`config.mk`:
```
export PLATFORM = sky130hd
export DESIGN_NAME = dti_noc_req_arb
export DESIGN_NICKNAME = d
export VERILOG_FILES = /design/src/rtl/dti_noc_req_arb_pkg.sv /design/src/rtl/dti_rr_pick.sv /design/src/rtl/dti_noc_req_arb.sv
export SDC_FILE = /design/constraint.sdc
export NUM_CORES = 1
export LEC_CHECK = 0
export CAP_MARGIN = 10
export CORE_AREA = 2 2 207 209
export CTS_BUF_LIST = sky130_fd_sc_hd__clkbuf_4 sky130_fd_sc_hd__clkbuf_8
export DETAILED_ROUTE_END_ITERATION = 7
export DIE_AREA = 0 0 209 211
export PLACE_DENSITY_LB_ADDON = 0.15
export SLEW_MARGIN = 20
export SYNTH_ARGS = -nofsm -noshare
export SYNTH_HDL_FRONTEND = slang
export SYNTH_SLANG_ARGS = --single-unit
```
`constraint.sdc`:
```
create_clock -name clk -period 5.07 [get_ports clk]
set_input_delay 0.507 -clock clk [delete_from_list [all_inputs] [get_ports clk]]
set_output_delay 0.507 -clock clk [all_outputs]
set_load 0.02 [all_outputs]
```
`src/rtl/dti_noc_req_arb_pkg.sv`:
```
// Shared types and helpers for the NoC request arbiter.
package dti_noc_req_arb_pkg;
  localparam int NOC_PAYLOAD_WIDTH = 90;
  localparam int NOC_ID_WIDTH      = 6;

  typedef enum logic {ARB_IDLE, ARB_LOCK} arb_state_e;

  typedef struct packed {
    logic [NOC_PAYLOAD_WIDTH-1:0] payload;
    logic [NOC_ID_WIDTH-1:0]      srcid;
    logic [NOC_ID_WIDTH-1:0]      tgtid;
    logic                         last;
  } noc_flit_t;

  function automatic int rr_inc(input int idx, input int n);
    return (idx + 1 >= n) ? 0 : idx + 1;
  endfunction
endpackage

```
`src/rtl/dti_rr_pick.sv`:
```
// Combinational round-robin pick: first set request at or after ptr, wrapping.
module dti_rr_pick #(
  parameter  int N  = 4,
  localparam int PW = $clog2(N)
) (
  input  logic [N-1:0]  req,
  input  logic [PW-1:0] ptr,
  output logic [N-1:0]  gnt,
  output logic [PW-1:0] idx,
  output logic          any
);
  logic [N-1:0]   mask;
  logic [2*N-1:0] dbl;
  logic           found;

  // Upper half holds the unmasked requests so the scan wraps past N-1.
  always_comb begin
    mask  = '0;
    for (int i = 0; i < N; i++) mask[i] = (PW'(i) >= ptr);
    dbl   = {req, req & mask};
    found = 1'b0;
    idx   = '0;
    for (int j = 0; j < 2*N; j++) begin
      if (!found && dbl[j]) begin
        found = 1'b1;
        idx   = PW'(j % N);
      end
    end
    gnt = found ? (N'(1) << idx) : '0;
    any = found;
  end
endmodule

```
`src/rtl/dti_noc_req_arb.sv`:
```
// Packet-atomic round-robin arbiter feeding one registered NoC request channel.
module dti_noc_req_arb
  import dti_noc_req_arb_pkg::*;
#(
  parameter int N_PORT    = 4,
  parameter int PAYLOAD_W = 90,
  parameter int ID_W      = 6
) (
  input  logic                        clk,
  input  logic                        rst_n,
  input  logic [N_PORT-1:0]           port_en,
  input  logic [N_PORT-1:0]           in_valid,
  output logic [N_PORT-1:0]           in_ready,
  input  logic [N_PORT*PAYLOAD_W-1:0] in_payload,
  input  logic [N_PORT*ID_W-1:0]      in_srcid,
  input  logic [N_PORT*ID_W-1:0]      in_tgtid,
  input  logic [N_PORT-1:0]           in_last,
  output logic                        req_valid,
  input  logic                        req_ready,
  output logic [PAYLOAD_W-1:0]        req_payload,
  output logic [ID_W-1:0]             req_srcid,
  output logic [ID_W-1:0]             req_tgtid,
  output logic                        req_qos,
  output logic                        req_last,
  input  logic                        req_threshold,
  output logic                        busy
);
  localparam int PW = $clog2(N_PORT);

  arb_state_e                       state, state_nxt;
  logic [PW-1:0]                    owner, rr_ptr, pick_idx, sel;
  logic [N_PORT-1:0]                eligible, pick_gnt;
  logic                             pick_any, adv, start_ok, accept, acc_last, out_vld;
  logic [N_PORT-1:0][PAYLOAD_W-1:0] pl_v;
  logic [N_PORT-1:0][ID_W-1:0]      src_v, tgt_v;

  assign pl_v  = in_payload;
  assign src_v = in_srcid;
  assign tgt_v = in_tgtid;

  assign adv      = !out_vld || req_ready;
  assign eligible = in_valid & port_en;
  assign start_ok = req_threshold & adv;
  assign accept   = |(in_valid & in_ready);
  assign sel      = (state == ARB_LOCK) ? owner : pick_idx;
  assign acc_last = in_last[sel];

  dti_rr_pick #(.N(N_PORT)) u_pick (
    .req (eligible),
    .ptr (rr_ptr),
    .gnt (pick_gnt),
    .idx (pick_idx),
    .any (pick_any)
  );

  always_ff @(posedge clk) begin
    if (!rst_n) begin
      state  <= ARB_IDLE;
      owner  <= '0;
      rr_ptr <= '0;
    end else begin
      state <= state_nxt;
      if (accept) begin
        if (state == ARB_IDLE && !acc_last) owner <= pick_idx;
        if (acc_last) rr_ptr <= PW'(rr_inc(int'(sel), N_PORT));
      end
    end
  end

  always_comb begin
    state_nxt = state;
    if (accept) begin
      case (state)
        ARB_IDLE: if (!acc_last) state_nxt = ARB_LOCK;
        ARB_LOCK: if (acc_last)  state_nxt = ARB_IDLE;
        default:  state_nxt = ARB_IDLE;
      endcase
    end
  end

  // In LOCK the owner's ready follows only the pipe, never its own valid.
  always_comb begin
    in_ready = '0;
    if (rst_n) begin
      case (state)
        ARB_IDLE: if (pick_any && start_ok) in_ready = pick_gnt;
        ARB_LOCK: in_ready[owner] = adv;
        default:  in_ready = '0;
      endcase
    end
  end

  always_ff @(posedge clk) begin
    if (!rst_n) begin
      out_vld     <= 1'b0;
      req_payload <= '0;
      req_srcid   <= '0;
      req_tgtid   <= '0;
      req_last    <= 1'b0;
    end else if (accept) begin
      out_vld     <= 1'b1;
      req_payload <= pl_v[sel];
      req_srcid   <= src_v[sel];
      req_tgtid   <= tgt_v[sel];
      req_last    <= acc_last;
    end else if (req_ready) begin
      out_vld <= 1'b0;
    end
  end

  assign req_valid = out_vld;
  assign req_qos   = 1'b1;
  assign busy      = (state == ARB_LOCK) | out_vld;
endmodule

```
# [Yosys cells after proc, flatten, opt, wreduce, memory -nomap -nowiden]
# Index checks and enable logic that the tools add are counted.
[totals] ff_bits=109 inputBits=424
[op_classes] add_sub_neg=1 n_lt_le_gt_ge=8 n_shift=1 muxes=34 bitwise_logic=7 n_reduce_logical=24
[op_table] operator="$bmux 90 s2" count=1
[op_table] operator="$mux 90" count=1
[op_table] operator="$bmux 6 s2" count=2
[op_table] operator="$and 4x4->4" count=4
[op_table] operator="$mux 2" count=8
[op_table] operator="$mux 1" count=14
[op_table] operator="$mux 4" count=3
[op_table] operator="$mux 6" count=2
[op_table] operator="$logic_and 1x1->1" count=10
[op_table] operator="$logic_not 1->1" count=9
[op_table] operator="$pmux 4 s2" count=1
[op_table] operator="$lt 2x3->1 const B" count=2
[op_table] operator="$ge 1x2->1 const A" count=2
[op_table] operator="$ge 2x2->1 const A" count=2
[op_table] operator="$reduce_and 2->1" count=2
[op_table] operator="$reduce_or 4->1" count=1
[op_table] operator="$shl 1x2->4 const A" count=1
[op_table] operator="$add 2x1->3 const B" count=1
[op_table] operator="$ge 3x3->1 const B" count=1
[op_table] operator="$bmux 1 s2" count=1
[op_table] operator="$demux 1 s2" count=1
[op_table] operator="$ge 2x1->1 const B" count=1
[op_table] operator="$reduce_bool 2->1" count=1
[op_table] operator="$and 1x1->1" count=1
[op_table] operator="other kinds (3)" count=3

# [Longest topological paths before layout]
[logic_depth] depth_word=32 depth_mapped=10

# [Modules after synthesis]
# Synthesis repeated with hierarchy kept, for this count alone.
[hier_totals] cells_unflattened=671 area_unflattened_um2=7066.8
[by_module_without_submodules] mod="dti_noc_req_arb" instances=1 cells_per_inst=639 area_per_inst_um2=6865.3 seq_area_each_um2=2182.1
[by_module_without_submodules] mod="dti_rr_pick" instances=1 cells_per_inst=32 area_per_inst_um2=201.4 seq_area_each_um2=0.0

# [Worst setup path before layout]
# Ideal clock, no wire load.
[synth_timing] path_type="input-to-reg" startpoint="input in_valid[1]" endpoint="register rr_ptr[1]" setup_time_ns=0.091 arrival_ns=2.674 t_required_ns=4.979 path_slack_ns=2.305 cell_stages=9 path_buffers=2 cell_sequence="and2_1 -> o311ai_4 -> nand2_1 -> a211oi_1 -> a221o_1 -> buf_2 -> buf_2 -> a21oi_1 -> a311oi_1"
[synth_between] elab_chain_cells=30 elab_cells_between_ends=44 classes_between="add/sub: 1; order compare: 1; shift: 1; mux: 22; bitwise: 3; reduce/logical: 16"
[synth_rtl] item="start, declared" line="dti_noc_req_arb.sv:12" rtl="input logic [N_PORT-1:0] in_valid,"
[synth_rtl] item="$and 4x4->4 (*)" line="dti_noc_req_arb.sv:42" rtl="assign eligible = in_valid & port_en;"
[synth_rtl] item="$and 4x4->4" line="dti_rr_pick.sv:20" rtl="dbl = {req, req & mask};"
[synth_rtl] item="$logic_and 1x1->1" line="dti_rr_pick.sv:24" rtl="if (!found && dbl[j]) begin"
[synth_rtl] item="$mux 1" line="dti_rr_pick.sv:24"
[synth_rtl] item="$logic_not 1->1" line="dti_rr_pick.sv:24"
[synth_rtl] item="$logic_and 1x1->1" line="dti_rr_pick.sv:24"
[synth_rtl] item="$mux 1" line="dti_rr_pick.sv:24"
[synth_rtl] item="$logic_not 1->1" line="dti_rr_pick.sv:24"
[synth_rtl] item="[... 15 more ...]"
[synth_rtl] item="$mux 4" line="dti_rr_pick.sv:29" rtl="gnt = found ? (N'(1) << idx) : '0;"
[synth_rtl] item="$mux 4 (*)" line="dti_noc_req_arb.sv:86" rtl="ARB_IDLE: if (pick_any && start_ok) in_ready = pick_gnt;"
[synth_rtl] item="$pmux 4 s2 (*)" line="dti_noc_req_arb.sv:85" rtl="case (state)"
[synth_rtl] item="$mux 4 (*)" line="dti_noc_req_arb.sv:84" rtl="if (rst_n) begin"
[synth_rtl] item="via in_ready[2]" line="dti_noc_req_arb.sv:13" rtl="output logic [N_PORT-1:0] in_ready,"
[synth_rtl] item="$and 4x4->4 (*)" line="dti_noc_req_arb.sv:44" rtl="assign accept = |(in_valid & in_ready);"
[synth_rtl] item="$reduce_or 4->1 (*)" line="dti_noc_req_arb.sv:44"
[synth_rtl] item="$reduce_and 2->1 (no line) (*)"
[synth_rtl] item="end signal, assigned" line="dti_noc_req_arb.sv:65" rtl="if (acc_last) rr_ptr <= PW'(rr_inc(int'(sel), N_PORT));"
[synth_rtl] item="end, declared" line="dti_noc_req_arb.sv:31" rtl="logic [PW-1:0] owner, rr_ptr, pick_idx, sel;"
# Mark *: on every way through the listed nets, which the timed path passes. The rest lies on a longest branch. The select of a mux whose other input is x is not followed.
# A chain may end at the register's enable or synchronous reset.

# [Worst setup path in the final report]
[layout_timing] startpoint="input port_en[2]" endpoint="output in_ready[3]"
[layout_between] elab_chain_cells=24 elab_cells_between_ends=31 classes_between="shift: 1; mux: 16; bitwise: 2; reduce/logical: 12"
[layout_rtl] item="start, declared" line="dti_noc_req_arb.sv:11" rtl="input logic [N_PORT-1:0] port_en,"
[layout_rtl] item="$and 4x4->4 (*)" line="dti_noc_req_arb.sv:42"
[layout_rtl] item="$and 4x4->4" line="dti_rr_pick.sv:20"
[layout_rtl] item="$logic_and 1x1->1" line="dti_rr_pick.sv:24"
[layout_rtl] item="$mux 1" line="dti_rr_pick.sv:24"
[layout_rtl] item="$logic_not 1->1" line="dti_rr_pick.sv:24"
[layout_rtl] item="$logic_and 1x1->1" line="dti_rr_pick.sv:24"
[layout_rtl] item="$mux 1" line="dti_rr_pick.sv:24"
[layout_rtl] item="$logic_not 1->1" line="dti_rr_pick.sv:24"
[layout_rtl] item="[... 8 more ...]"
[layout_rtl] item="$logic_not 1->1" line="dti_rr_pick.sv:24"
[layout_rtl] item="$logic_and 1x1->1" line="dti_rr_pick.sv:24"
[layout_rtl] item="$mux 2" line="dti_rr_pick.sv:24"
[layout_rtl] item="$shl 1x2->4" line="dti_rr_pick.sv:29"
[layout_rtl] item="$mux 4" line="dti_rr_pick.sv:29"
[layout_rtl] item="$mux 4 (*)" line="dti_noc_req_arb.sv:86"
[layout_rtl] item="$pmux 4 s2 (*)" line="dti_noc_req_arb.sv:85"
[layout_rtl] item="$mux 4 (*)" line="dti_noc_req_arb.sv:84"
[layout_rtl] item="end, declared" line="dti_noc_req_arb.sv:13"
# Every way passes the cells marked *; elsewhere a longest branch is shown, timed or not.

==> results summary <==
The slowest stage of the critical path is the clkdlybuf4s50_1 cell. For this run, the top clock speed supported by timing is about 0.28 GHz. The power per unit of standard cell area came out at between 200 and 250 nW/um^2.

Among all flip-flop cells after synthesis, the most frequent one is dfxtp_1. The signal on the critical path passes through clkdlybuf4s50_1 > nand2_1 > o311ai_4 > a22oi_2 > buf_4 > nor2b_1 > clkdlybuf4s50_1. The number of port buffers is between 500 and 600. From synthesis to final layout, the design area changed by 93.4%.

The final RePlAce weighted congestion is around 0.74. In this run the clock root is driven by a clkbuf_8. The critical path starts at port_en[2].

The element type at the critical path end is an output port. The kind of critical path is in2out. The max-slew headroom at the worst pin is around 50%. The post-detailed-placement cell area is ~12,000 um^2. The mean post-synth cell area came out at between 10 and 15 um^2. The total via count after detailed routing is around 6,900. The number of flip-flops and latches in the synthesized netlist came out at 109.

The flop-to-flop setup slack is around 2.1 ns. Entering global routing, the biggest net connects 71 pins. The full die area came out at ~44,000 um^2. The number of sinks driven by the clock tree came out at about 110.

The number of cells on the worst reg-to-reg path is 8. The residual overflow from global routing is 0. Setup violations remaining at the end of the flow were counted as 0.

The data required time of the worst path came out at approximately 4.6 ns. Yosys printed 0 warnings. TritonCTS built the clock tree.

The longest individual stage delay on the worst path came out at between 0.7 and 0.8 ns. The internal portion of the total power is between 1500 and 2000 uW. The number of buffer and inverter instances along the worst setup path is 3.

The share of power burned in registers is a little over a third. The number of gates on the worst path with buffers counted came out at 7. The portion of the clock cycle consumed by the worst path in the final layout came out at roughly 71%.

The first detailed-routing pass ran for 4 iterations. The vertical extent of the die is between 200 and 250 um. The cell family contributing the most delay on the critical path is buffers and inverters. The cell total after placement came out at about 1,700. The global-route wire length before repair came out at approximately 46,000 um. The worst-case clock skew came out at 0.0189 ns.

The worst reg2reg path startpoint is rr_ptr[1]. The arrival time at the worst endpoint is around 3.1 ns. The buffer levels on the longest clock path is 2.

The endpoint identified for the worst register-to-register timing path is req_payload[85]. For the worst-skew pair, the clock arrives at the later sink with an insertion delay of roughly 0.43 ns. The number of resized instances in the post-cts repair step is 0. In this run, the number of DRC markers left after iteration 0 of detailed routing was roughly 270. The smallest setup slack after layout came out at about 1.5 ns. In the final layout, the share of cells above drive strength 1 is between 10 and 15%. The number of clock buffers inserted by TritonCTS is 9. The post-synthesis net count came out at 1,069. The overall global routing resource usage came out at between 10 and 15%.

The count of standard-cell rows came out at 75. The post-detailed-routing wire length came out at 31,500 um. The switching fraction of total power came out at approximately a third. Setup repair after global routing left no endpoint under its margin. VDD sags by at most 0.106 mV.

Once detailed placement completed, the half-perimeter wirelength came to approximately 25,000 um. The number of endpoints with negative hold slack in the final report is 0. The post-detailed-route DRC marker count came out at 0. The overall die width came out at approximately 210 um. The tool flagged a number of max-cap violations equal to 0. The fraction of the yosys area taken by sequential cells came out at between 30% and 40%.

During I/O placement, the number of pins put on the boundary was 534. The post-synthesis async set-or-reset flop share is 0%. The number of antenna diodes is 0.

For this design the total switching power over the nets is 999 uW. The depth of the worst hold-timing path is 2. The total negative slack is 0 ns.

The core occupancy in the finished layout is 30.2%. The path class of the tightest hold or removal check is reg2reg. The starting density of the core is 15.6%. The final standard cell area without fillers came out at around 13,000 um^2. After synthesis, the netlist uses between 40 and 50 different library cells. The worst path needs between 3 and 4 ns of the cycle, external delays included.

The total leakage power is 0.00432 uW. The average wire per cell in the routed design is between 15 and 20 um. Once detail routing completed, the nets flagged for antenna violations numbered 0. Counting stages on the worst path, the most repeated cell is clkdlybuf4s50_1. The number of non-filler instances in the completed layout is roughly 1,700. The combinational cell fraction of total power is between 40 and 50%. The number of nets in the final layout is roughly 1,600.

After clock tree synthesis, the clock-pin slew on the worst setup and hold paths is about 0.10 ns. Synthesis produced approximately 650 cells. Along the worst path, the maximum fanout reaches 22. The initial antenna violation count was 1. The worst setup path is launched from an input port. The last element of the critical path is in_ready[3].

The total core area came out at 41,800 um^2. The number of flops mapped to enable cells by yosys is 0. The transition at the pin with the smallest max-transition slack came out at around 0.75 ns. The number of global-route vias before repair came out at 7,431. Hold repair after CTS inserted 0 buffers. The run finished with clean final reports. The number of max-slew violations in the final report was 0. In this run the post-CTS setup repair buffer count came out at 0. Timing analysis after detailed placement gives a worst setup slack of about 1.4 ns. The clock network accounts for between 10% and 20% of the total power.

The number of H-tree levels is 3. The mapped cell area came out at 6510 um^2. The vias per cell is approximately 4.1.
## how the worst min path moves through the flow
stage                      end             from  slack (ns)
3_3_place_gp   req_payload[66]  req_payload[66]        0.44
2_1_floorplan         owner[1]         owner[1]        0.49
5_1_grt           req_srcid[0]     req_srcid[0]        0.48
4_1_cts        req_payload[39]  req_payload[39]        0.47
6_report       req_payload[49]  req_payload[49]        0.46
3_5_place_dp      req_srcid[0]     req_srcid[0]        0.45
## logic make-up (layout without fill, tap and decap cells)
group,count (synthesis),after routing,share of synthesized area (%)
buf+inv,60,559,4.09
xor+xnor,1,1,0.134
other cells,1,1,0.0576
compound gates,126,126,10.9
simple gates,242,242,15.2
flops,109,109,33.5
mux,106,106,36.1
## worst min-delay path, delay by kind of cell, from the launching register on
| kind | cells | cell delay (ns) |
|---|---|---|
| DFF | 1 | 0.32 |
| and+or+nand+nor | 1 | 0.05 |
| AOI/OAI and AO/OA | 1 | 0.06 |
## cell usage after synthesis (all sizes together), types with 2 or more instances
cell type | count | share of area [%]
o211a | 2 | 0.31
clkbuf | 31 | 1.8
a221oi | 2 | 0.27
mux4 | 103 | 36
dfxtp | 109 | 33
o21ai | 105 | 8.1
and2 | 5 | 0.48
nand2 | 214 | 12
buf | 28 | 2.2
nand4b | 2 | 0.27
nor3 | 2 | 0.23
nand3 | 2 | 0.15
a21oi | 7 | 0.60
nor2b | 2 | 0.19
nor2 | 4 | 0.23
and3b | 2 | 0.27
a22oi | 2 | 0.31
mux2i | 2 | 0.31
## area by class of cell
class	count	area, um^2
multi-input cells	476	4090
clock buffers	11	145
fillers	4383	29200
repair buffers	542	5470
clock inverters	5	36.3
flip-flops and latches	109	2180
inverters	1	3.75
well taps	539	674
## placed cells by master (no fill, tap or decap), types with 2 or more instances in the layout
cell type and instances:
a21oi_1 6, a221oi_1 2, and2_1 5, and3b_1 2, buf_12 6, buf_4 5
clkbuf_8 10, clkdlybuf4s50_1 531, clkinvlp_4 3, dfxtp_1 109, mux2i_1 2, mux4_2 103
nand2_1 214, nand3_1 2, nand4b_1 2, nor2_1 4, nor2b_1 2, o211a_1 2
o21ai_0 105
## power groups by stage
stage / combinational (uW) / sequential (uW) / clock, uW
3_5_place_dp: 1420 / 1060 / 0
4_1_cts: 1420 / 1040 / 586
3_3_place_gp: 1430 / 1050 / 0
2_1_floorplan: 535 / 1190 / 0
6_report: 1390 / 1040 / 541
5_1_grt: 1490 / 1050 / 603
## stage by stage
step	hold slack (ns)	total power [uW]
after global placement	0.443	2480
after global routing	0.477	3150
after floorplan	0.491	1720
after CTS	0.466	3050
after detailed placement	0.449	2470
final	0.461	2970
## registers in the layout, indices dropped and copies added (netlist names)
register and flops:
owner 2, req_valid 1, state 1, rr_ptr 2, req_payload 90, req_last 1
req_srcid 6, req_tgtid 6
## per-layer routing
metal / wire, um / global-route usage [%]
met1: 12300 / 15.4
met2: 16200 / 25.5
met3: 2700 / 4.83
met4: 346 / 3.57
met5: 13 / 0
Power figures use the tool's default switching activity.
